<file path="config.mk">
export PLATFORM = sky130hd
export DESIGN_NAME = iwriteback
export DESIGN_NICKNAME = d
export VERILOG_FILES = /design/src/rtl/bexkat1Def.sv /design/src/rtl/iwriteback.sv
export SDC_FILE = /design/constraint.sdc
export NUM_CORES = 1
export LEC_CHECK = 0
export CAP_MARGIN = 20
export CELL_PAD_IN_SITES_DETAIL_PLACEMENT = 1
export CELL_PAD_IN_SITES_GLOBAL_PLACEMENT = 2
export CORE_MARGIN = 1
export CORE_UTILIZATION = 25
export CTS_BUF_LIST = sky130_fd_sc_hd__clkbuf_8 sky130_fd_sc_hd__clkbuf_16
export DETAILED_ROUTE_END_ITERATION = 10
export PLACE_DENSITY_LB_ADDON = 0.25
export SLEW_MARGIN = 20
export SYNTH_ARGS = -nofsm -noshare
export SYNTH_HDL_FRONTEND = slang
export SYNTH_SLANG_ARGS = --single-unit
</file>
<file path="constraint.sdc">
create_clock -name clk_i -period 1.7 [get_ports clk_i]
set_input_delay 0.34 -clock clk_i [delete_from_list [all_inputs] [get_ports clk_i]]
set_output_delay 0.34 -clock clk_i [all_outputs]
set_load 0.005 [all_outputs]
</file>
<file path="src/rtl/bexkat1Def.sv">
// ============================================================================
// bexkat1Def : shared bexkat1 pipeline constants, writeback state, load extension
// Revision   : 1.0
// ============================================================================
`default_nettype none

package bexkat1Def;

    // Instruction type field ir[31:28], shared with decode
    localparam logic [3:0] T_INH    = 4'h0;
    localparam logic [3:0] T_PUSH   = 4'h1;
    localparam logic [3:0] T_POP    = 4'h2;
    localparam logic [3:0] T_CMP    = 4'h3;
    localparam logic [3:0] T_MOV    = 4'h4;
    localparam logic [3:0] T_FP     = 4'h5;
    localparam logic [3:0] T_ALU    = 4'h6;
    localparam logic [3:0] T_INT    = 4'h7;
    localparam logic [3:0] T_LDI    = 4'h8;
    localparam logic [3:0] T_LOAD   = 4'h9;
    localparam logic [3:0] T_STORE  = 4'ha;
    localparam logic [3:0] T_BRANCH = 4'hb;
    localparam logic [3:0] T_JUMP   = 4'hc;
    localparam logic [3:0] T_INTU   = 4'hd;

    localparam logic [1:0] W_NONE = 2'd0;
    localparam logic [1:0] W_BYTE = 2'd1;
    localparam logic [1:0] W_HALF = 2'd2;
    localparam logic [1:0] W_WORD = 2'd3;

    typedef enum logic [0:0] {
        WB_IDLE = 1'b0,
        WB_WAIT = 1'b1
    } wb_state_t;

    function automatic logic [31:0] ext_load(input logic [31:0] d, input logic [1:0] w);
        logic [31:0] r;
        case (w)
            W_BYTE:  r = {24'h0, d[7:0]};
            W_HALF:  r = {16'h0, d[15:0]};
            default: r = d;
        endcase
        return r;
    endfunction

endpackage

`default_nettype wire

</file>
<file path="src/rtl/iwriteback.sv">
// ============================================================================
// iwriteback : bexkat1 writeback stage, one register write per instruction,
//              load wait with bus-error timeout. Option: BEXKAT1_WB_BYPASS_EN
// Revision   : 1.0
// ============================================================================
`default_nettype none

module iwriteback
    import bexkat1Def::*;
#(
    parameter int MEM_TIMEOUT = 16
) (
    input  logic        clk_i,
    input  logic        rst_i,
    input  logic [63:0] ir_i,
    input  logic [31:0] pc_i,
    input  logic [31:0] result_i,
    input  logic [1:0]  reg_write_i,
    input  logic [31:0] mem_data_i,
    input  logic        mem_ack_i,
    input  logic        stall_i,
    output logic [1:0]  reg_write_o,
    output logic [3:0]  reg_write_addr_o,
    output logic [31:0] reg_data_o,
    output logic        stall_o,
    output logic        exc_o,
`ifdef BEXKAT1_WB_BYPASS_EN
    output logic        fwd_valid_o,
    output logic [3:0]  fwd_addr_o,
    output logic [31:0] fwd_data_o,
`endif
    output logic [31:0] exc_pc_o
);

    localparam logic [7:0] TIMEOUT = 8'(MEM_TIMEOUT);

    wb_state_t   state;
    logic [7:0]  counter;
    logic [3:0]  lat_addr;
    logic [1:0]  lat_width;
    logic [31:0] lat_pc;

    logic is_load;
    logic unused_ir;

    assign is_load   = (ir_i[31:28] == T_LOAD) && (reg_write_i != W_NONE);
    assign unused_ir = ^{ir_i[63:32], ir_i[27:24], ir_i[19:0]};

    // A stalled load has not been accepted yet, so it does not hold the pipe
    assign stall_o = (state == WB_WAIT) ||
                     (!stall_i && is_load && !mem_ack_i);

    always_ff @(posedge clk_i or negedge rst_i) begin
        if (!rst_i) begin
            state            <= WB_IDLE;
            counter          <= 8'd0;
            lat_addr         <= 4'd0;
            lat_width        <= W_NONE;
            lat_pc           <= 32'd0;
            reg_write_o      <= W_NONE;
            reg_write_addr_o <= 4'd0;
            reg_data_o       <= 32'd0;
            exc_o            <= 1'b0;
            exc_pc_o         <= 32'd0;
        end else begin
            reg_write_o <= W_NONE;
            exc_o       <= 1'b0;
            case (state)
                WB_IDLE: begin
                    if (!stall_i) begin
                        if (is_load && !mem_ack_i) begin
                            lat_addr  <= ir_i[23:20];
                            lat_width <= reg_write_i;
                            lat_pc    <= pc_i;
                            counter   <= 8'd1;
                            state     <= WB_WAIT;
                        end else begin
                            reg_write_o      <= reg_write_i;
                            reg_write_addr_o <= ir_i[23:20];
                            reg_data_o       <= is_load ? ext_load(mem_data_i, reg_write_i)
                                                        : result_i;
                        end
                    end
                end
                WB_WAIT: begin
                    // An ack arriving on the timeout cycle still completes the load
                    if (mem_ack_i) begin
                        reg_write_o      <= lat_width;
                        reg_write_addr_o <= lat_addr;
                        reg_data_o       <= ext_load(mem_data_i, lat_width);
                        counter          <= 8'd0;
                        state            <= WB_IDLE;
                    end else if (counter == TIMEOUT) begin
                        exc_o    <= 1'b1;
                        exc_pc_o <= lat_pc;
                        counter  <= 8'd0;
                        state    <= WB_IDLE;
                    end else begin
                        counter <= counter + 8'd1;
                    end
                end
                default: state <= WB_IDLE;
            endcase
        end
    end

`ifdef BEXKAT1_WB_BYPASS_EN
    always_ff @(posedge clk_i or negedge rst_i) begin
        if (!rst_i) begin
            fwd_valid_o <= 1'b0;
            fwd_addr_o  <= 4'd0;
            fwd_data_o  <= 32'd0;
        end else begin
            fwd_valid_o <= (reg_write_o == W_WORD);
            fwd_addr_o  <= reg_write_addr_o;
            fwd_data_o  <= reg_data_o;
        end
    end
`endif

endmodule

`default_nettype wire

</file>
==> metrics.csv <==
stage,metric,value,unit
detailed_routing,antenna_left,0,
logic_synthesis,synth_top_family_by_area,multiplexers,
worst_setup_path,cpLargestDelayFamily,simple AND/OR/NAND/NOR gates,
logic_synthesis,synth_edf_count,0,
floorplan,io_pins,238,
timing,slew_violations,0,
logic_synthesis,netlist_area,5080,sq um
logic_synthesis,yosys_warnings,0,
hold_path,min_path_type,in2reg,
cells_and_area,drive_gt1_share,28.5,%
floorplan,rows,51,
power_and_ir_drop,p_leak,3.87,nW
timing,period_needed,1680,ps
floorplan,die_area,20900,sq um
cts,cts_tree,done,
timing,setup_tns,0,ps
detailed_routing,wl_met2,7.11,mm
timing,finalSetupViolCount,0,
grt,grt_max_degree,82,
logic_synthesis,synthesis.nets,557,
cts,numCtsBuffers,17,
placement,placed_area,7650,sq um
logic_synthesis,yosysSeqAreaShare,58.2,%
cells_and_area,finalNonFillerCells,903,
timing,finClkSkew,12.1,ps
timing,slew_headroom,66.7,%
placement,routabilityCongestion,0.733,
cts,clock-sinks,118,
logic_synthesis,synth_compound_area_share,10.1,%
cts,ctsLongestPathBuffers,2,
worst_setup_path,cp-end-kind,register,
grt,grt_overflow_total,0,
timing,rsz0062_at_grt,yes,
placement,port_buffers,181,
logic_synthesis,synthAdderAreaFrac,1.23,%
timing,period_share,98.9,%
cts,clk_transition_reported_paths,60,ps
cells_and_area,layout.nets,796,
detailed_routing,drc,0,
worst_setup_path,cp.arrival,1970,ps
floorplan,core_area,19700,sq um
logic_synthesis,yosys.area_share.simple,7.59,%
floorplan,start_util,25.8,%
worst_setup_path,crit_fanout,11,
power_and_ir_drop,ir_drop,0.519,mV
worst_setup_path,cp_slowest_cell,dfrtp_1,
detailed_routing,m1WireLength,6.07,mm
cells_and_area,fin_util,43.2,%
placement,dpl.cell_count,860,
cts,clock_latency,420,ps
cells_and_area,syn_to_final_growth,67.2,%
grt,antenna_found_initial,0,
floorplan,die_w,145,microns
worst_setup_path,cp-start-kind,register,
detailed_routing,via_per_inst,4.39,
worst_setup_path,path_cells,"inv_2, ha_2, nor4b_4, nand3_4, buf_12, mux2_2",
detailed_routing,dr.pass1.iters,5,
outcome,status,"complete, no violations",
detailed_routing,postRouteWirelength,14.7,mm
logic_synthesis,synth.area.top_cells,"dfrtp_1 58%, mux2_2 12%, a21oi_1 3.6%, a22oi_1 3.5%, mux2_4 3.0%",
logic_synthesis,synth_flop_cell,dfrtp_1,
timing,clock.fmax,595,MHz
worst_setup_path,slowest_delay,390,ps
detailed_routing,routed.top_layer,met4,
detailed_routing,route.vias.total,3960,
logic_synthesis,syn-mean-instance-area,13.2,sq um
cells_and_area,antennaDiodeCount,0,
worst_setup_path,crit_type,reg2reg,
cells_and_area,design_area,8490,sq um
logic_synthesis,synthArstFlopShare,100,%
cts,root_buffer,clkbuf_16,
floorplan,die_h,145,microns
logic_synthesis,synthMuxAreaShare,18.8,%
grt,grt.total_usage,14.7,%
timing,tightestPinTransition,499,ps
timing,hold_ws,243,ps
grt,first_global_vias,4284,
logic_synthesis,syn_inst,386,
grt,grt_pass1_wl,22.9,mm
logic_synthesis,synth-xor-area-share,0.345,%
logic_synthesis,synth_top_cell_by_area,dfrtp_1,
job,cap_violations,0,
worst_setup_path,required,1990,ps
timing,hold_viol,0,
worst_setup_path,crit_buf_inv,2,
placement,hpwlAfterDp,10.6,mm
detailed_routing,wl_met3,1.35,mm
cells_and_area,fillers,2114,
power_and_ir_drop,p_per_area,995,nW/um^2
cts,cts.htree.levels,4,
detailed_routing,drt_iter0_markers,88,
logic_synthesis,synth-seq-cells,118,
logic_synthesis,ys_types,41,
detailed_routing,wl_per_cell,16.2,microns
logic_synthesis,synth_top_area_share,58.2,%
[per-stage QoR]
step	setup WS [ps]	power, mW
3_5_place_dp	-886	4.57
2_1_floorplan	-155	3.75
4_1_cts	-30.6	8.54
6_report	18.9	8.45
5_1_grt	-50.4	8.84
3_3_place_gp	-840	4.53
[power breakdown]
part           switching, mW  total (mW)  internal (mW)
Sequential             0.161        3.26           3.10
Clock                   1.38        3.89           2.51
Combinational          0.474        1.30          0.824
[cells in the mapped netlist (2+ instances only)]
| library cell | instances |
|---|---|
| a21oi_1 | 37 |
| a21oi_2 | 2 |
| a22o_1 | 2 |
| a22oi_1 | 24 |
| a31oi_1 | 3 |
| a32o_1 | 2 |
| buf_2 | 6 |
| buf_4 | 4 |
| buf_6 | 8 |
| clkbuf_1 | 2 |
| dfrtp_1 | 118 |
| ha_1 | 5 |
| inv_1 | 9 |
| mux2_1 | 7 |
| mux2_2 | 52 |
| mux2_4 | 10 |
| mux2i_1 | 14 |
| nand2_1 | 9 |
| nand2b_1 | 3 |
| nand3_1 | 3 |
| nor2_1 | 40 |
| nor2b_1 | 2 |
| nor3_1 | 2 |
| nor3b_4 | 2 |
| o21ai_0 | 3 |
| xor2_1 | 2 |
[layer usage]
| metal | track usage, % | up-vias |
|---|---|---|
| li1 | - | 1848 |
| met4 | 5.65 | 0 |
| met2 | 24.3 | 142 |
| met5 | 0 | - |
| met3 | 5.76 | 9 |
| met1 | 16.9 | 1961 |
[sequential cells by signal, summed over array words and instances, names as in the netlist]
| signal | cells |
|---|---|
| counter | 8 |
| reg_write_addr_o | 4 |
| reg_write_o | 2 |
| reg_data_o | 32 |
| state | 1 |
| lat_pc | 32 |
| exc_pc_o | 32 |
| exc_o | 1 |
| lat_width | 2 |
| lat_addr | 4 |
[worst register-to-register path, stage by stage (launching register included)]
cell and delay, ps:
dfrtp_1 390, inv_2 60, ha_2 160, nor4b_4 270
nand3_4 180, buf_12 200, mux2_2 300
[cell families (layout without fill, tap and decap cells)]
kind of cell	Yosys count	after routing
muxes	83	83
DFF	118	118
and+or+nand+nor	71	71
xor gates and xnor gates	2	2
AOI/OAI and AO/OA	78	78
buffers and inverters	29	281
adders and majority gates	5	5
[path summary, 6_finish.rpt]
path,cells after the start,slack [ps],startpoint,end
max,6,20,counter[1],exc_pc_o[20]
min,2,240,reg_write_i[0],reg_write_o[0]
max reg2reg,6,20,counter[1],exc_pc_o[20]
min reg2reg,1,480,lat_pc[30],lat_pc[30]
max in group asynchronous,3,780,rst_i,state
min in group asynchronous,3,500,rst_i,exc_pc_o[27]
[area by class of cell]
class                           instances  area (sq um)  share of cell area, %
Sequential cell                       118          2950                   34.8
Timing Repair Buffer                  240          2500                   29.4
Multi-Input combinational cell        239          2020                   23.8
Clock buffer                           18           439                   5.17
Tap cell                              265           332                   3.90
Clock inverter                         14           196                   2.31
Inverter                                9          53.8                  0.634
[layout by cell type, fill, tap and decap left out, drive strengths merged, types with 5 or more instances in the layout]
| cell | count |
|---|---|
| a21oi | 39 |
| a22oi | 24 |
| buf | 61 |
| clkbuf | 19 |
| clkdlybuf4s50 | 165 |
| dfrtp | 118 |
| dlygate4sd2 | 6 |
| dlymetal6s2s | 6 |
| ha | 5 |
| inv | 15 |
| mux2 | 69 |
| mux2i | 14 |
| nand2 | 10 |
| nor2 | 40 |
[repair_timing]
action | 4_1_cts | 5_1_grt
buffers inserted | 5 | 3
pin swaps | 5 | 5
cloned | 1 | 1
hold buffers | 1 | 0
gates resized for setup | 27 | 22
hold endpoints to repair | 81 | 0
endpoints found under the setup margin | 84 | 52
(Power assumes the default switching activity.)
